`src/rtl/overflow_interval_recorder.sv`:
```
// Coalesces overflowing stores into inclusive [first,last] byte intervals and writes each finished one.
// Optional OVF_DESCENDING_EN: stores that end exactly at the current first byte also merge (downward growth).
module overflow_interval_recorder #(
    parameter int unsigned TIMEOUT = 16,
    parameter int unsigned MAX_LEN = 4096
) (
    input  logic        clk_i,
    input  logic        rst_ni,
    input  logic        store_valid_i,
    input  logic [31:0] store_addr_i,
    input  logic [1:0]  store_size_i,
    input  logic        overflow_i,
    input  logic        flush_i,
    output logic        en_write_o,
    output logic [31:0] addr_first_o,
    output logic [31:0] addr_last_o,
    output logic        busy_o
);

    localparam int unsigned    TW      = (TIMEOUT > 1) ? $clog2(TIMEOUT) : 1;
    localparam logic [TW-1:0]  T_LAST  = TW'(TIMEOUT - 1);
    localparam logic [32:0]    LEN_MAX = 33'(MAX_LEN);

    typedef enum logic {IDLE, TRACK} state_e;

    // Saturate a 33-bit end address at the top of the address space.
    function automatic logic [31:0] sat_last(input logic [32:0] end_addr);
        return end_addr[32] ? 32'hFFFF_FFFF : end_addr[31:0];
    endfunction

    function automatic logic [32:0] span_len(input logic [31:0] lo, input logic [31:0] hi);
        return {1'b0, hi} - {1'b0, lo} + 33'd1;
    endfunction

    state_e         state_q, state_d;
    logic [31:0]    first_q, first_d;
    logic [31:0]    last_q, last_d;
    logic [TW-1:0]  timer_q, timer_d;
    logic           sealed_q, sealed_d;

    logic           emit_d;
    logic [31:0]    emit_first_d, emit_last_d;

    logic           ovf_st;
    logic [2:0]     st_bytes;
    logic [32:0]    st_end;
    logic           st_cross;
    logic [31:0]    st_last;
    logic           st_seal;
    logic           asc, desc;
    logic [31:0]    m_first, m_last;
    logic           m_close;

    logic           in_track;
    logic           open_ev, flush_ev, merge_ev, split_ev, end_ev, idle_ev, idle_close;

    // Store span and merge candidates.
    always_comb begin
        unique case (store_size_i)
            2'd0:    st_bytes = 3'd1;
            2'd1:    st_bytes = 3'd2;
            default: st_bytes = 3'd4;
        endcase
    end

    assign ovf_st   = store_valid_i & overflow_i;
    assign st_end   = {1'b0, store_addr_i} + {30'b0, st_bytes} - 33'd1;
    assign st_cross = st_end[32];
    assign st_last  = sat_last(st_end);
    assign st_seal  = st_cross | (span_len(store_addr_i, st_last) >= LEN_MAX);

    // A sealed interval (clamped or already full) can never grow again.
    assign asc = ~sealed_q & ({1'b0, store_addr_i} == ({1'b0, last_q} + 33'd1));
`ifdef OVF_DESCENDING_EN
    assign desc = ~sealed_q & (({1'b0, store_addr_i} + {30'b0, st_bytes}) == {1'b0, first_q});
`else
    assign desc = 1'b0;
`endif

    assign m_first = desc ? store_addr_i : first_q;
    assign m_last  = desc ? last_q : st_last;
    assign m_close = (asc & st_cross) | (span_len(m_first, m_last) >= LEN_MAX);

    // Event classification in TRACK priority order.
    assign in_track   = (state_q == TRACK);
    assign open_ev    = ~in_track & ovf_st;
    assign flush_ev   = in_track & flush_i;
    assign merge_ev   = in_track & ~flush_i & ovf_st & (asc | desc);
    assign split_ev   = in_track & ~flush_i & ovf_st & ~(asc | desc);
    assign end_ev     = in_track & ~flush_i & store_valid_i & ~overflow_i;
    assign idle_ev    = in_track & ~flush_i & ~store_valid_i;
    assign idle_close = idle_ev & (sealed_q | (timer_q == T_LAST));

    always_ff @(posedge clk_i or negedge rst_ni) begin
        if (!rst_ni) begin
            state_q  <= IDLE;
            first_q  <= '0;
            last_q   <= '0;
            timer_q  <= '0;
            sealed_q <= 1'b0;
        end else begin
            state_q  <= state_d;
            first_q  <= first_d;
            last_q   <= last_d;
            timer_q  <= timer_d;
            sealed_q <= sealed_d;
        end
    end

    always_comb begin
        state_d  = state_q;
        first_d  = first_q;
        last_d   = last_q;
        timer_d  = timer_q;
        sealed_d = sealed_q;
        if (open_ev) begin
            first_d  = store_addr_i;
            last_d   = st_last;
            timer_d  = '0;
            sealed_d = 1'b0;
            state_d  = st_seal ? IDLE : TRACK;
        end else if (flush_ev || end_ev || idle_close) begin
            state_d  = IDLE;
            sealed_d = 1'b0;
        end else if (merge_ev) begin
            first_d = m_first;
            last_d  = m_last;
            timer_d = '0;
            if (m_close) begin
                state_d  = IDLE;
                sealed_d = 1'b0;
            end
        end else if (split_ev) begin
            // Old interval leaves this cycle; a new one that is already full waits one cycle.
            first_d  = store_addr_i;
            last_d   = st_last;
            timer_d  = '0;
            sealed_d = st_seal;
        end else if (idle_ev) begin
            timer_d = timer_q + TW'(1);
        end
    end

    always_comb begin
        emit_d       = (open_ev & st_seal) | flush_ev | (merge_ev & m_close) |
                       split_ev | end_ev | idle_close;
        emit_first_d = first_q;
        emit_last_d  = last_q;
        if (open_ev) begin
            emit_first_d = store_addr_i;
            emit_last_d  = st_last;
        end else if (merge_ev) begin
            emit_first_d = m_first;
            emit_last_d  = m_last;
        end
    end

    assign busy_o = in_track;

    always_ff @(posedge clk_i or negedge rst_ni) begin
        if (!rst_ni) begin
            en_write_o   <= 1'b0;
            addr_first_o <= '0;
            addr_last_o  <= '0;
        end else begin
            en_write_o <= emit_d;
            if (emit_d) begin
                addr_first_o <= emit_first_d;
                addr_last_o  <= emit_last_d;
            end
        end
    end

endmodule
```
`config.mk`:
```
export PLATFORM = sky130hd
export DESIGN_NAME = overflow_interval_recorder
export DESIGN_NICKNAME = d
export VERILOG_FILES = /design/src/rtl/overflow_interval_recorder.sv
export SDC_FILE = /design/constraint.sdc
export NUM_CORES = 1
export LEC_CHECK = 0
export BUFFER_PORTS_ARGS = -buffer_cell sky130_fd_sc_hd__buf_4
export CORE_UTILIZATION = 30
export CTS_CLUSTER_SIZE = 14
export DETAILED_ROUTE_END_ITERATION = 8
export PLACE_DENSITY = 0.51
export SLEW_MARGIN = 20
export SYNTH_ARGS = -nofsm -noshare
export SYNTH_HDL_FRONTEND = slang
export SYNTH_SLANG_ARGS = --single-unit
```
`constraint.sdc`:
```
create_clock -name clk_i -period 3.7 [get_ports clk_i]
set_input_delay 0.185 -clock clk_i [delete_from_list [all_inputs] [get_ports clk_i]]
set_output_delay 0.185 -clock clk_i [all_outputs]
set_load 0.01 [all_outputs]
```
==> results of run 1 <==
-- layer usage --
metal,GRT usage,vias to the layer above,wire length (µm)
met5,0,-,0
met4,0.0801,0,1720
met3,0.0227,81,2640
met2,0.373,418,25200
met1,0.314,7102,24300
li1,-,7186,-
-- registers in the layout, indices dropped and copies added (netlist names) --
| register | flops |
|---|---|
| addr_last_o | 32 |
| en_write_o | 1 |
| first_q | 32 |
| busy_o | 1 |
| sealed_q | 1 |
| last_q | 32 |
| timer_q | 4 |
| addr_first_o | 32 |
-- worst max-delay path, delay by kind of cell --
kind            cells  cell delay, ps
compound gates      9            1940
simple gates        6            1350
mux                 1             290
xor+xnor            1             180
buf+inv            10            1220
fa+ha+maj           4            1140
-- metrics by stage --
step	worst slack (ps)	std cells
final	-2280	2829
after global routing	-2520	2829
after CTS	-2280	2791
after detailed placement	-3750	2718
after global placement	-3660	2718
after floorplan	-2080	1602
-- logic make-up (layout without fill, tap and decap cells) --
family          Yosys count  after routing  synth area share
flops                   135            135             0.253
buf+inv                 181            823            0.0546
fa+ha+maj               163            163             0.155
compound gates          513            513             0.251
simple gates            449            449             0.167
mux                      80             80            0.0666
xor+xnor                 81             81            0.0532
-- repair_timing --
item,4_1_cts,5_1_grt
gates cloned,4,9
endpoints found under the hold margin,84,0
buffers inserted,39,32
endpoints found under the setup margin,73,98
hold buffers,1,0
pin swaps,49,121
gates resized for setup,162,180
-- cell usage after synthesis (all sizes together) (7+ instances only) --
| cell type | number |
|---|---|
| a2111oi | 7 |
| a211o | 7 |
| a211oi | 22 |
| a21o | 38 |
| a21oi | 117 |
| a2bb2oi | 31 |
| a311oi | 7 |
| a31oi | 53 |
| and2 | 12 |
| and3 | 14 |
| and4 | 10 |
| buf | 14 |
| clkbuf | 59 |
| dfrtp | 135 |
| ha | 160 |
| inv | 108 |
| mux2 | 70 |
| mux2i | 10 |
| nand2 | 144 |
| nand2b | 16 |
| nand3 | 39 |
| nand4 | 36 |
| nor2 | 98 |
| nor2b | 14 |
| nor3 | 24 |
| nor4 | 12 |
| o211ai | 16 |
| o21a | 43 |
| o21ai | 106 |
| o21bai | 16 |
| o31ai | 11 |
| or3 | 8 |
| xnor2 | 47 |
| xor2 | 34 |
-- cell type report --
type	instances	area [µm²]	area share
Clock buffer	19	453	0.0207
Clock inverter	12	223	0.0102
Inverter	108	413	0.0189
Multi-Input combinational cell	1286	11100	0.507
Sequential cell	135	3380	0.155
Tap cell	585	732	0.0335
Timing Repair Buffer	684	5570	0.255
-- power groups by stage --
| stage | combinational, µW | clock [µW] | sequential, µW |
|---|---|---|---|
| floorplan | 3450 | 0 | 1990 |
| global placement | 6650 | 0 | 1970 |
| detailed placement | 6650 | 0 | 1980 |
| CTS | 7310 | 2010 | 1950 |
| global route | 8780 | 2060 | 1980 |
| finish | 8130 | 1980 | 1950 |
-- how the worst max path moves through the flow --
stage,startpoint,to,slack (ps)
2_1_floorplan,store_size_i[0],addr_last_o[15],-2080
3_3_place_gp,store_size_i[1],addr_first_o[22],-3660
3_5_place_dp,store_size_i[1],addr_first_o[22],-3750
4_1_cts,store_size_i[1],addr_first_o[8],-2280
5_1_grt,store_size_i[1],addr_last_o[9],-2520
6_report,store_size_i[1],addr_last_o[9],-2280
==> summary.md, run 1 <==
| Metric | Value |
|---|---|
| Status | `complete, but fails checks` |
| Failing checks | `negative setup slack` |
| CTS tree | `done` |
| Die X | `~210 µm` |
| HP Start | `store_addr_i[25]` |
| Clk slew on worst S/H paths | `60 ps` |
| Placement row count | `76` |
| Fmax | `between 0.15 and 0.2 GHz` |
| Setup Crit Path Kind | `in -> reg` |
| Worst skew pair latency | `450 ps` |
| CTS Buf Count | `17` |
| Post-synth EDFFs | `0` |
| Synth top area cells | `dfrtp_1, ha_1, mux2_2` |
| Sw Share | `0.410` |
| Initial antenna violation count | `0` |
| Worst hold path cell count | `3` |
| Clk sinks | `135` |
| Commonest non-fill, non-tap cells in the layout | `buf_4, dfrtp_1, nand2_1` |
| Syn Area/Cell | `8.33 µm²` |
| Drt wl/cell | `about 19 µm` |
| Diodes inserted | `0` |
| Commonest non-fill, non-tap cell in the layout | `buf_4` |
| Min-Delay Path Class | `in -> reg` |
| CTS H-tree depth | `4` |
| Via-per-instance ratio | `approximately 5.2` |
| Hold EP | `first_q[25]` |
| R2r startpoint | `first_q[1]` |
| First DRT Iteration DRCs | `approximately 1,000` |
| Syn Inst Count | `1,602` |
| First-pass GRT wire length | `79.5 mm` |
| Hold Slack | `52.5 ps` |
| Synthesis Warnings | `0` |
| Cell mode on critical path | `buf_4` |
| Worst reg2reg path endpoint | `addr_last_o[16]` |
| Combinational power share | `0.674` |
| Clock buffer depth | `2` |
| Placed Area | `18,500 µm²` |
| Power per cell area | `553 nW/µm²` |
| Max-slew violations | `0` |
| Largest net degree at the start of global routing | `87` |
| Die area | `45,300 µm²` |
| Flop2flop setup slack | `-550 ps` |
| I/O Buffers | `around 100` |
| Via count | `approximately 15k` |
| Yosys reg bits | `135` |
| Period Utilization, post-route | `1.62` |
| Sw power | `slightly below 5000 µW` |
| Final hold viol count | `0` |
| Largest fanout on the critical path | `5` |
| Total routed wirelength | `53.9 mm` |
| Crit path time final | `5980 ps` |
| Layout fillers | `4,060` |
| Clock Power Share | `0.164` |
| Max-cap viol count | `0` |
| Cell Area, Synth | `~13,000 µm²` |
| Largest stage delay, worst path | `390 ps` |
| Final setup viols | `67` |
| Critical Path Sink Type | `flop` |
| Root Buffer | `clkbuf_16` |
| Peak VDD IR | `376 µV` |
| Worst Path Required | `4040 ps` |
| First drt pass iteration count | `5` |
| Total Power Consumption | `12,100 µW` |
| Syn nets | `1,804` |
| Synth-to-Final Area Change | `63.6%` |
| # DRC | `0` |
| Sequential power share | `0.162` |
| Leakage power | `roughly 0.0098 µW` |
| Clock Skew | `9.68 ps` |
| Synth top area share | `0.253` |
| Nets | `approximately 2.4k` |
| Pint | `7130 µW` |
| Final Cell Area | `between 20,000 and 25,000 µm²` |
| Routed Antenna Nets | `0` |
| IO Count | `105` |
| GPL Wtd Cong | `between 0.9 and 1` |
| Worst setup margin | `-2280 ps` |
| RSZ-0062 raised after global routing | `true` |
| Worst EP arrival | `6320 ps` |
| Seq/Total Area, Yosys | `0.253` |
| Final core occ | `0.502` |
| TNS Setup | `-147,100 ps` |
| DIE HEIGHT | `213 µm` |
| Async set or reset register ratio after synthesis | `1.00` |
| Slowest-stage cell, CP | `a311o_1` |
| Post-synth top area cell | `dfrtp_1` |
| Slew HR | `0.432` |
| Starting Density | `0.307` |
| CP Launch Type | `input pin` |
| Tightest Pin Transition | `853 ps` |
| Dpl hpwl | `41.2 mm` |
| Core Region | `43,500 µm²` |
| Cell variety after synth | `between 70 and 80` |
| Reg2Reg Depth | `19` |
| Commonest register cell after synthesis | `dfrtp_1` |
| Gr ovfl total | `0` |
| Overall Global Routing Usage | `0.229` |
| Vias in the first global route | `14.5k` |
| Share of cells above drive strength 1 | `0.459` |
Note: power is estimated with default switching activity, not from simulation.
==> run 2, diff against run 1 <==
Settings changed: BUFFER_PORTS_ARGS -buffer_cell sky130_fd_sc_hd__buf_4 to -buffer_cell sky130_fd_sc_hd__buf_2.
==> summary.md, run 2 (synthesis results as in run 1) <==
| Metric | Value |
|---|---|
| RSZ-0062 raised after global routing | `true` |
| Final Cell Area | `20,500 µm²` |
| Slew HR | `0.278` |
| # DRC | `0` |
| Crit path time final | `6120 ps` |
| Worst Path Required | `~4000 ps` |
| First DRT Iteration DRCs | `~860` |
| Setup Crit Path Kind | `in -> reg` |
| Total routed wirelength | `51.2 mm` |
| Status | `complete, but fails checks` |
| Gr ovfl total | `0` |
| Max-cap viol count | `0` |
| Area of the multi-input gates | `10,300 µm²` |
| CTS tree | `done` |
| TNS Setup | `-157,420 ps` |
| Via count | `roughly 14k` |
| Overall Global Routing Usage | `0.226` |
| Max-slew violations | `0` |
| Clock buffer depth | `2` |
| Vias in the first global route | `14.4k` |
| Synth-to-Final Area Change | `53.8%` |
| CP Launch Type | `input pin` |
| First-pass GRT wire length | `78.5 mm` |
| CTS H-tree depth | `4` |
| Fmax | `0.163 GHz` |
| Leakage power | `0.00933 µW` |
| Worst setup margin | `-2420 ps` |
| Initial antenna violation count | `0` |
| Placement row count | `76` |
| Period Utilization, post-route | `1.65` |
| Final hold viol count | `0` |
| Worst EP arrival | `roughly 6400 ps` |
| Largest stage delay, worst path | `330 ps` |
| Placed Area | `18,400 µm²` |
| GPL Wtd Cong | `~0.92` |
| I/O Buffers | `104` |
| Commonest non-fill, non-tap cell in the layout | `buf_4` |
| Diodes inserted | `0` |
| Slowest-stage cell, CP | `nor4b_2` |
| Die X | `213 µm` |
| Nets | `around 2.4k` |
| Storage element area | `3380 µm²` |
| Die area | `45,300 µm²` |
| Dpl hpwl | `roughly 40 mm` |
| First drt pass iteration count | `7` |
| Failing checks | `negative setup slack` |
| Layout fillers | `4,264` |
| Peak VDD IR | `304 µV` |
| Routed Antenna Nets | `0` |
| IO Count | `between 100 and 150` |
| Core Region | `43,500 µm²` |
| CTS Buf Count | `17` |
| DIE HEIGHT | `213 µm` |
| Largest fanout on the critical path | `13` |
| Min-Delay Path Class | `in -> reg` |
| Clk sinks | `135` |
| Clk slew on worst S/H paths | `60 ps` |
| Cell mode on critical path | `buf_4` |
| Final setup viols | `between 60 and 70` |
| Root Buffer | `clkbuf_16` |
| Starting Density | `0.307` |
| Commonest non-fill, non-tap cells in the layout | `buf_4, dfrtp_1, ha_1` |
| Critical Path Sink Type | `flop` |
| Largest net degree at the start of global routing | `100` |
| Share of cells above drive strength 1 | `0.420` |
| Clock Skew | `10.2 ps` |
| Via-per-instance ratio | `5.14` |
| Final core occ | `0.472` |
| Worst skew pair latency | `430 ps` |
| Tightest Pin Transition | `~1100 ps` |
| Power per cell area | `544 nW/µm²` |
| Drt wl/cell | `18.2 µm` |
-- run 2: changes by cell type in the layout (fill, tap and decap cells not counted), sizes merged --
cell / change
buf: -15
clkbuf: -4
inv: -1
clkinv: +3
bufinv: -3
-- run 2: report_power, final --
group / internal, µW / leakage [µW] / switching (µW)
sequential: 1740 / 0.00150 / 194
combinational: 3690 / 0.00754 / 3800
clock: 1090 / 0.000292 / 654
total: 6520 / 0.00933 / 4650
-- run 2: metrics by stage --
step                      power (µW)  hold slack (ps)  std cells  worst slack, ps
final                          11200              134       2809            -2420
after global routing           11900              166       2809            -2640
after CTS                      10900              108       2799            -2320
after detailed placement        8560              358       2738            -3460
after global placement          8550              353       2738            -3510
after floorplan                 5440             -111       1602            -2080
-- run 2: worst max-delay path, delay by kind of cell --
| family | cells | cell delay, ps |
|---|---|---|
| AO/OA/AOI/OAI | 10 | 1850 |
| XOR/XNOR | 1 | 270 |
| adder cells (fa/ha/maj) | 4 | 1160 |
| buffers and inverters | 9 | 1140 |
| multiplexers | 1 | 290 |
| AND/OR/NAND/NOR | 8 | 1560 |
-- run 2: repair_timing --
item | 4_1_cts | 5_1_grt
endpoints found under the hold margin | 97 | 0
pin swaps | 43 | 55
cloned | 7 | 3
setup buffers | 22 | 9
hold buffers | 1 | 0
gates resized for setup | 154 | 63
endpoints found under the setup margin | 85 | 99
-- run 2: routing by layer --
layer	track usage	share of wire
met3	0.0200	0.031
met2	0.374	0.47
met5	0	0
met1	0.308	0.47
met4	0.0764	0.028
-- run 2: final cells by class --
| cell class | instances | share of cell area |
|---|---|---|
| flip-flops and latches | 135 | 0.165 |
| inverters | 108 | 0.0202 |
| clock buffers | 20 | 0.0223 |
| well taps | 585 | 0.0357 |
| multi-input cells | 1286 | 0.504 |
| repair buffers | 664 | 0.246 |
| clock inverters | 11 | 0.00732 |
-- run 2: final timing paths --
path	startpoint	end	slack [ps]	cells past startpoint
worst max-delay path	store_size_i[1]	addr_last_o[29]	-2420	33
worst min-delay path	store_addr_i[2]	first_q[2]	130	4
worst max register to register	first_q[1]	addr_last_o[31]	-630	19
worst min register to register	addr_first_o[6]	addr_first_o[6]	490	1
max in group asynchronous	rst_ni	first_q[30]	2400	3
min in group asynchronous	rst_ni	addr_last_o[6]	410	2
==> run 3, diff against run 2 <==
Settings changed: CORE_UTILIZATION 30 to 56, GPL_TIMING_DRIVEN from default to 0, PLACE_DENSITY 0.51 to 0.82.
==> summary.md, run 3 (synthesis results as in run 1) <==
| Metric | Value |
|---|---|
| I/O Buffers | `104` |
| Commonest non-fill, non-tap cells in the layout | `dfrtp_1, nand2_1, ha_1` |
| Critical path's top delay family | `simple AND/OR/NAND/NOR gates` |
| Max-cap viol count | `0` |
| Worst skew pair latency | `between 400 and 500 ps` |
| Largest fanout on the critical path | `10` |
| Largest stage delay, worst path | `420 ps` |
| GPL Wtd Cong | `0.984` |
| CP Launch Type | `input pin` |
| Sw Share | `0.463` |
| Fmax | `0.160 GHz` |
| Drt wl/cell | `25.2 µm` |
| Period Utilization, post-route | `1.69` |
| Tightest Pin Transition | `roughly 990 ps` |
| Nets | `1,992` |
| Slew HR | `0.339` |
| Pint | `5710 µW` |
| Clk slew on worst S/H paths | `roughly 60 ps` |
| Worst setup margin | `-2560 ps` |
| First drt pass iteration count | `9` |
| CTS Buf Count | `17` |
| Root Buffer | `clkbuf_16` |
| Die X | `156 µm` |
| Slowest-stage cell, CP | `ha_2` |
| CTS H-tree depth | `4` |
| Max-slew violations | `0` |
| Crit path time final | `6260 ps` |
| Power per cell area | `601 nW/µm²` |
| Final setup viols | `99` |
| Hold Slack | `63.6 ps` |
| Worst EP arrival | `6570 ps` |
| Gr ovfl total | `0` |
| Setup Crit Path Kind | `in -> reg` |
| IO Count | `approximately 110` |
| Share of cells above drive strength 1 | `0.335` |
| First-pass GRT wire length | `73.6 mm` |
| Critical Path Sink Type | `flop` |
| Dpl hpwl | `33.2 mm` |
| Placement row count | `56` |
| Via count | `14.9k` |
| RSZ-0062 raised after global routing | `true` |
| Sw power | `between 4000 and 5000 µW` |
| Largest net degree at the start of global routing | `74` |
| Placed Area | `~14,000 µm²` |
| Vias in the first global route | `13.9k` |
| Routed Antenna Nets | `0` |
| Final core occ | `0.756` |
| Worst Path Required | `about 4000 ps` |
| Synth-to-Final Area Change | `32.6%` |
| Clock buffer depth | `2` |
| Commonest non-fill, non-tap cell in the layout | `dfrtp_1` |
| Overall Global Routing Usage | `0.392` |
| Die area | `24,400 µm²` |
| Total routed wirelength | `53.5 mm` |
| Buf/Inv on CP | `7` |
| Via-per-instance ratio | `between 7 and 8` |
| Status | `complete, but fails checks` |
| # DRC | `10` |
| Clock Power Share | `0.180` |
| Final Cell Area | `roughly 18,000 µm²` |
| First DRT Iteration DRCs | `2,076` |
| Initial antenna violation count | `0` |
| Sequential power share | `0.189` |
| Failing checks | `design-rule violations, negative setup slack` |
| Min-Delay Path Class | `in -> reg` |
| DIE HEIGHT | `~160 µm` |
| Combinational power share | `0.632` |
| Core Region | `23,400 µm²` |
| Diodes inserted | `0` |
| Layout fillers | `1,511` |
| Peak VDD IR | `354 µV` |
| Clk sinks | `between 100 and 150` |
| Starting Density | `0.570` |
| Leakage power | `about 0.0074 µW` |
| Final hold viol count | `0` |
| Clock Skew | `12.3 ps` |
| CTS tree | `done` |
## run 3: path summary, 6_finish.rpt
path | startpoint | end | slack, ps | cells after the start
max | store_addr_i[23] | addr_first_o[7] | -2560 | 28
min | store_addr_i[1] | first_q[1] | 60 | 2
max reg2reg | first_q[1] | addr_first_o[7] | -720 | 20
min reg2reg | addr_first_o[14] | addr_first_o[14] | 480 | 1
max in group asynchronous | rst_ni | first_q[30] | 2690 | 3
min in group asynchronous | rst_ni | addr_last_o[5] | 280 | 2
## run 3: per-stage QoR
| step | total power [µW] | setup TNS [ps] | instances | setup WS, ps |
|---|---|---|---|---|
| floorplan | 5440 | -132500 | 1602 | -2080 |
| detailed placement | 6720 | -321410 | 2026 | -4670 |
| finish | 10600 | -172980 | 2120 | -2560 |
| global route | 11100 | -186400 | 2120 | -2690 |
| CTS | 9490 | -147930 | 2093 | -2260 |
| global placement | 6620 | -324340 | 2025 | -4750 |
## run 3: what timing repair did
| action | 4_1_cts | 5_1_grt |
|---|---|---|
| gates cloned | 4 | 1 |
| pin swaps | 67 | 76 |
| hold buffers | 1 | 0 |
| setup endpoints to repair | 112 | 99 |
| endpoints found under the hold margin | 62 | 0 |
| buffers inserted | 46 | 38 |
| resized for setup | 265 | 179 |
## run 3: layout make-up
cell class	count	area [µm²]	share of cell area
repair buffers	195	1420	0.0800
well taps	319	399	0.0226
plain buffers	47	422	0.0238
flip-flops and latches	135	3390	0.191
inverters	108	424	0.0240
multi-input cells	1286	11000	0.623
clock buffers	19	453	0.0256
clock inverters	11	171	0.00969
## run 3: layer usage
| layer | vias up | share of wire | GRT usage | wire, µm |
|---|---|---|---|---|
| met5 | - | 0 | 0.00828 | 0 |
| met4 | 0 | 0.083 | 0.220 | 4440 |
| met3 | 423 | 0.13 | 0.0922 | 6880 |
| met2 | 1156 | 0.44 | 0.639 | 23700 |
| met1 | 6985 | 0.35 | 0.474 | 18500 |
| li1 | 6313 | - | - | - |
## run 3: power by group through the flow
stage / clock (µW) / combinational [µW] / sequential, µW
floorplan: 0 / 3450 / 1990
global placement: 0 / 4680 / 1940
detailed placement: 0 / 4760 / 1960
CTS: 1860 / 5700 / 1940
global route: 1930 / 7100 / 2020
finish: 1910 / 6720 / 2000
